## config.mk

```make
export PLATFORM = sky130hd
export DESIGN_NAME = rv_alu1_stage
export DESIGN_NICKNAME = d
export VERILOG_FILES = /design/src/rtl/rv_alu1_stage.sv
export SDC_FILE = /design/constraint.sdc
export NUM_CORES = 1
export LEC_CHECK = 0
export CAP_MARGIN = 15
export CORE_AREA = 2 2 170 255
export CTS_CLUSTER_DIAMETER = 120
export DETAILED_ROUTE_END_ITERATION = 7
export DIE_AREA = 0 0 172 257
export GPL_TIMING_DRIVEN = 1
export PLACE_DENSITY = 0.57
export SYNTH_ARGS = -nofsm -noshare
export SYNTH_HDL_FRONTEND = slang
export SYNTH_SLANG_ARGS = --single-unit
```

## constraint.sdc

```tcl
create_clock -name i_clk -period 8 [get_ports i_clk]
set_clock_uncertainty 0.1 [all_clocks]
set_input_delay 0.8 -clock i_clk [delete_from_list [all_inputs] [get_ports i_clk]]
set_output_delay 0.8 -clock i_clk [all_outputs]
set_load 0.01 [all_outputs]
```

## src/rtl/rv_alu1_stage.sv

```systemverilog
// ============================================================================
// rv_alu1_stage
// ----------------------------------------------------------------------------
// Execute stage of the FlexRV32 core. It sits directly after the operand
// forwarding unit. It takes the forwarded operands, computes the integer ALU
// result and registers it into the ALU2 slot. The registered rd, reg-write and
// result of this slot are fed back to the forwarding unit as the ALU2 source.
//
// The stage also owns three pieces of control:
//   - the load-use interlock,
//   - the decode->execute valid/ready handshake,
//   - a saturating counter of load-use stall cycles.
//
// Ports
//   i_clk, i_reset_n        clock; asynchronous active-low reset
//   i_flush                 kill the occupant and any incoming instruction
//   i_valid / o_ready       decode -> execute handshake (o_ready is combinational)
//   i_rs1, i_rs2,
//   i_use_rs1, i_use_rs2    source register indices and their use flags,
//                           used for load-use hazard detection
//   i_rd, i_reg_write,
//   i_is_load               destination register and instruction kind
//   i_op, i_src2_imm, i_imm ALU opcode and operand-B select / immediate
//   i_data1, i_data2        forwarded operands
//   i_ready                 downstream stage accepts the occupant
//   o_valid                 stage holds a valid instruction
//   o_rd, o_reg_write,
//   o_is_load               registered instruction fields
//   o_fwd_reg_write         ALU2 forwarding write enable (valid, non-load writer)
//   o_result                registered ALU result / load-store address
//   o_store_data            registered operand 2 (store data)
//   o_stall_cnt             saturating load-use stall cycle counter
// ============================================================================
module rv_alu1_stage #(
    parameter int CNT_W = 16
) (
    input  logic             i_clk,
    input  logic             i_reset_n,
    input  logic             i_flush,
    input  logic             i_valid,
    output logic             o_ready,
    input  logic [4:0]       i_rs1,
    input  logic [4:0]       i_rs2,
    input  logic             i_use_rs1,
    input  logic             i_use_rs2,
    input  logic [4:0]       i_rd,
    input  logic             i_reg_write,
    input  logic             i_is_load,
    input  logic [3:0]       i_op,
    input  logic             i_src2_imm,
    input  logic [31:0]      i_imm,
    input  logic [31:0]      i_data1,
    input  logic [31:0]      i_data2,
    input  logic             i_ready,
    output logic             o_valid,
    output logic [4:0]       o_rd,
    output logic             o_fwd_reg_write,
    output logic             o_reg_write,
    output logic             o_is_load,
    output logic [31:0]      o_result,
    output logic [31:0]      o_store_data,
    output logic [CNT_W-1:0] o_stall_cnt
);

    // ALU operation codes
    localparam logic [3:0] ALU_ADD   = 4'd0;
    localparam logic [3:0] ALU_SUB   = 4'd1;
    localparam logic [3:0] ALU_SLL   = 4'd2;
    localparam logic [3:0] ALU_SLT   = 4'd3;
    localparam logic [3:0] ALU_SLTU  = 4'd4;
    localparam logic [3:0] ALU_XOR   = 4'd5;
    localparam logic [3:0] ALU_SRL   = 4'd6;
    localparam logic [3:0] ALU_SRA   = 4'd7;
    localparam logic [3:0] ALU_OR    = 4'd8;
    localparam logic [3:0] ALU_AND   = 4'd9;
    localparam logic [3:0] ALU_PASSB = 4'd10;

    localparam logic [CNT_W-1:0] CNT_ONE = {{(CNT_W-1){1'b0}}, 1'b1};

    // ------------------------------------------------------------------------
    // Integer ALU. Add and subtract wrap modulo 2^32. Shifts use B[4:0].
    // Unused opcodes 11-15 produce zero.
    // ------------------------------------------------------------------------
    function automatic logic [31:0] alu_calc(
        input logic [3:0]  op,
        input logic [31:0] a,
        input logic [31:0] b
    );
        logic signed [31:0] a_s;
        logic signed [31:0] b_s;
        logic [4:0]         shamt;
        logic [31:0]        r;
        a_s   = a;
        b_s   = b;
        shamt = b[4:0];
        case (op)
            ALU_ADD:   r = a + b;
            ALU_SUB:   r = a - b;
            ALU_SLL:   r = a << shamt;
            ALU_SLT:   r = {31'd0, (a_s < b_s)};
            ALU_SLTU:  r = {31'd0, (a < b)};
            ALU_XOR:   r = a ^ b;
            ALU_SRL:   r = a >> shamt;
            ALU_SRA:   r = $unsigned(a_s >>> shamt);
            ALU_OR:    r = a | b;
            ALU_AND:   r = a & b;
            ALU_PASSB: r = b;
            default:   r = 32'd0;
        endcase
        return r;
    endfunction

    // The counter sticks at all-ones instead of wrapping.
    function automatic logic [CNT_W-1:0] sat_inc(input logic [CNT_W-1:0] v);
        return (&v) ? v : (v + CNT_ONE);
    endfunction

    // ------------------------------------------------------------------------
    // State
    // ------------------------------------------------------------------------
    logic             valid_q,      valid_d;
    logic [4:0]       rd_q,         rd_d;
    logic             reg_write_q,  reg_write_d;
    logic             is_load_q,    is_load_d;
    logic [31:0]      result_q,     result_d;
    logic [31:0]      store_data_q, store_data_d;
    logic [CNT_W-1:0] stall_cnt_q,  stall_cnt_d;

    logic [31:0] op_b;
    logic [31:0] alu_res;
    logic        rs1_hit;
    logic        rs2_hit;
    logic        load_use;
    logic        ready;
    logic        accept;

    assign op_b    = i_src2_imm ? i_imm : i_data2;
    assign alu_res = alu_calc(i_op, i_data1, op_b);

    // A load in this slot has no data yet; its value only exists once it
    // reaches the write stage. A consumer of its rd must therefore wait one
    // slot. x0 is never a real dependency.
    assign rs1_hit  = i_use_rs1 & (i_rs1 == rd_q);
    assign rs2_hit  = i_use_rs2 & (i_rs2 == rd_q);
    assign load_use = valid_q & is_load_q & reg_write_q & (rd_q != 5'd0)
                    & (rs1_hit | rs2_hit);

    assign ready  = !i_flush & !load_use & (!valid_q | i_ready);
    assign accept = i_valid & ready;

    // ------------------------------------------------------------------------
    // Next state. Flush wins over accept, accept wins over drain, and
    // otherwise the state holds. Flush only clears the valid bit; the stale
    // fields remain visible but are masked by o_fwd_reg_write.
    // ------------------------------------------------------------------------
    always_comb begin
        valid_d      = valid_q;
        rd_d         = rd_q;
        reg_write_d  = reg_write_q;
        is_load_d    = is_load_q;
        result_d     = result_q;
        store_data_d = store_data_q;
        stall_cnt_d  = stall_cnt_q;

        if (i_flush) begin
            valid_d = 1'b0;
        end else if (accept) begin
            valid_d      = 1'b1;
            rd_d         = i_rd;
            reg_write_d  = i_reg_write;
            is_load_d    = i_is_load;
            result_d     = alu_res;
            store_data_d = i_data2;
        end else if (valid_q & i_ready) begin
            valid_d = 1'b0;
        end

        // Count only cycles in which a real instruction is held back by the
        // interlock.
        if (i_valid & load_use & !i_flush) begin
            stall_cnt_d = sat_inc(stall_cnt_q);
        end
    end

    always_ff @(posedge i_clk or negedge i_reset_n) begin
        if (!i_reset_n) begin
            valid_q      <= 1'b0;
            rd_q         <= 5'd0;
            reg_write_q  <= 1'b0;
            is_load_q    <= 1'b0;
            result_q     <= 32'd0;
            store_data_q <= 32'd0;
            stall_cnt_q  <= '0;
        end else begin
            valid_q      <= valid_d;
            rd_q         <= rd_d;
            reg_write_q  <= reg_write_d;
            is_load_q    <= is_load_d;
            result_q     <= result_d;
            store_data_q <= store_data_d;
            stall_cnt_q  <= stall_cnt_d;
        end
    end

    // ------------------------------------------------------------------------
    // Outputs
    // ------------------------------------------------------------------------
    assign o_ready         = ready;
    assign o_valid         = valid_q;
    assign o_rd            = rd_q;
    assign o_reg_write     = reg_write_q;
    assign o_is_load       = is_load_q;
    assign o_result        = result_q;
    assign o_store_data    = store_data_q;
    assign o_stall_cnt     = stall_cnt_q;
    // A load's result is an address, not register data, so it is never
    // forwarded from this slot.
    assign o_fwd_reg_write = valid_q & reg_write_q & !is_load_q;

endmodule

```

==> metrics.txt <==
CTS Buffer Depth=2; syn_area_per_cell=7.41 µm²; Flop pwr share=0.245; post-CTS setup buffer count=0; Slowest cell on crit path=nor4_1; final setup fails=0; Peak Freq=185 MHz; maximum vdd drop=0.000112 V; internal power=1.22 mW; FF+latch count, synth=88; Post-synth ARST share=1.00; Setup TNS=0 ns; Syn Nets=2029; CP peak stage delay=0.83 ns; Post-route DRC=0; total die area=0.0442 mm²; Worst setup SP type=input port; largest net degree at the start of global routing=62; Die X=172 µm; Mapped Cells=1798; clock network fraction of total power=0.202; final std cells w/o fill=2506; cell leakage power=6.98 nW; DRT Wirelength=75200 µm; Logic pwr share=0.553; EDFF count, synth=0; vias in the first global route=15200; Layout area overhead=22.3%; Sw Pwr=1.10 mW; MaxCap Viol Count=0; Arr. time, crit path=5.57 ns; FF-to-FF Start=o_rd[0]; drt pass-1 iters=6; final setup margin=2.59 ns; placed insts=2488; Synth cell types=85; Slew Limit Headroom=0.226; Max FO, Critical Path=25; H-tree levels=3; WL/cell=30.0 µm; placer congestion estimate=1.04; Reg-to-Reg End=o_result[29]; register area=0.00220 mm²; vias per inst=6.29; Pwr Total=2.31 mW; CTS buffer count=9; status=finished, final reports clean; Worst setup EP type=flip-flop; FF-to-FF setup slack=4.37 ns; quantity of I/O buffers inserted on ports=214; Final Hold Vio Count=0; filler cell count=4494; CP Cell Sequence=buf_2 > mux2i_4 > inv_2 > buf_4 > ha_1 > a211oi_1 > nor4_1 > nor4_1 > nor3_1 > o31a_1 > a22oi_1 > mux2i_1 > a211oi_1 > o21ai_1; Core Util, Final=0.389; routed via count=15800; clk_lat worst skew=0.38 ns; sw frac=0.474; first-pass GRT wire length=107000 µm; DRT iter0 DRCs=1672; dpl ws=2.43 ns; P per Cell Area=142 mW/mm²; Root Buffer Master=clkbuf_16; Top FF cell, synth=dfrtp_1; required time of the critical path=8.16 ns; area of the core=0.0419 mm²; Post-Syn Area=0.0133 mm²; Hold Buf Count CTS=0; number of I/O pins=215; worst slew pin tran=1.16 ns; Initial Utilization=0.318; die height=257 µm; Slew Limit Fails=0; multi-input logic area=0.0103 mm²; CTS sink cnt=88; layout cell share with drive strength beyond 1=0.0680; post-route minimum period=5.41 ns; HP Class=input port to asynchronous set/reset pin; post-cts resize count=0; Synth Warn #=0; Antenna Nets Post-Route=0; post-detail-place hpwl=57600 µm; initial antenna violation count=3; CP Class=input port to flip-flop; Nets=2166; unrepaired setup endpoints after global routing=false; global route total overflow=0; CTS tree=built; FP Rows=92; crit share post-route=0.677; total track usage=0.333; reg2reg path depth=8; register area share after synthesis=0.165; clk slew on worst S/H paths=0.08 ns
==> metal layers <==
metal  part of all wire  global-route usage  vias to the layer above
li1                   -                   -                     6897
met1               0.35               0.368                     7590
met2               0.47               0.555                      977
met3              0.074              0.0504                      304
met4               0.11               0.282                        4
met5            0.00029                   0                        -
==> power by group through the flow <==
stage                     clock, mW  sequential [mW]  combinational [mW]
after floorplan                   0            0.582               0.669
after global placement            0            0.572                1.24
after detailed placement          0            0.574                1.24
after CTS                     0.480            0.565                1.25
after global routing          0.494            0.575                1.35
final                         0.468            0.568                1.28
==> worst max-delay path by stage <==
| stage | start | to | slack [ns] | cells after the start |
|---|---|---|---|---|
| 2_1_floorplan | i_src2_imm | o_result[22] | 2.99 | 15 |
| 3_3_place_gp | i_src2_imm | o_result[23] | 2.50 | 13 |
| 3_5_place_dp | i_src2_imm | o_result[31] | 2.43 | 14 |
| 4_1_cts | i_src2_imm | o_result[31] | 2.83 | 14 |
| 5_1_grt | i_src2_imm | o_result[31] | 2.47 | 14 |
| 6_report | i_src2_imm | o_result[31] | 2.59 | 14 |
==> cells in the final DEF (no fill, tap or decap), types with 19 or more instances in the layout <==
master	instances
a211oi_1	36
a21o_1	20
a21oi_1	128
a221oi_1	19
a22oi_1	23
a31oi_1	27
buf_4	37
clkdlybuf4s50_1	212
dfrtp_1	88
ha_1	104
inv_1	96
mux2_2	22
mux2i_1	124
mux4_2	27
nand2_1	294
nand3_1	29
nor2_1	127
nor3_1	42
nor4_1	23
o21ai_0	88
o21ai_1	37
xnor2_1	22
==> synthesized netlist by cell type (all sizes together), types with 28 or more instances <==
cell / n / area (µm²)
a211oi: 36 / 270
a21oi: 128 / 641
a31oi: 28 / 175
buf: 48 / 234
clkbuf: 76 / 287
dfrtp: 88 / 2200
ha: 104 / 1300
inv: 104 / 390
mux2i: 129 / 1320
nand2: 294 / 1100
nand3: 29 / 145
nor2: 130 / 490
nor3: 43 / 215
o21ai: 125 / 626
==> cells by family (layout without fill, tap and decap cells) <==
kind of cell               after synthesis  in the layout  share of synthesized area
AOI/OAI and AO/OA                      552            552                      0.275
xor gates and xnor gates                39             39                     0.0256
adders and majority gates              106            106                      0.101
buffers and inverters                  228            370                     0.0683
DFF                                     88             88                      0.165
muxes                                  179            179                      0.164
other                                    0              2                          0
and+or+nand+nor                        606            606                      0.201
==> worst max-delay path: cells and delay by family <==
family                     cells  cell delay [ns]
and+or+nand+nor                3             1.13
buffers and inverters          3             1.19
muxes                          2             0.69
AOI/OAI and AO/OA              5             1.44
adders and majority gates      1             0.26
==> through the flow <==
| stage | instance area, µm² | hold WS (ns) |
|---|---|---|
| after global placement | 16000 | 0.358 |
| after global routing | 16300 | 0.289 |
| final | 16300 | 0.259 |
| after floorplan | 13300 | 0.404 |
| after CTS | 16300 | 0.280 |
| after detailed placement | 16000 | 0.362 |
==> sequential cells by signal, indices dropped and copies added (netlist names) <==
register      cells
o_reg_write       1
o_valid           1
o_store_data     32
o_is_load         1
o_rd              5
o_result         32
o_stall_cnt      16
==> final cells by class <==
type | instances | share of cell area
Clock buffer | 9 | 0.0138
Tap cell | 564 | 0.0433
Sequential cell | 88 | 0.135
Multi-Input combinational cell | 1482 | 0.631
Clock inverter | 7 | 0.00461
Antenna cell | 2 | 0.000307
Inverter | 104 | 0.0240
Timing Repair Buffer | 250 | 0.148
Power figures use the tool's default switching activity.
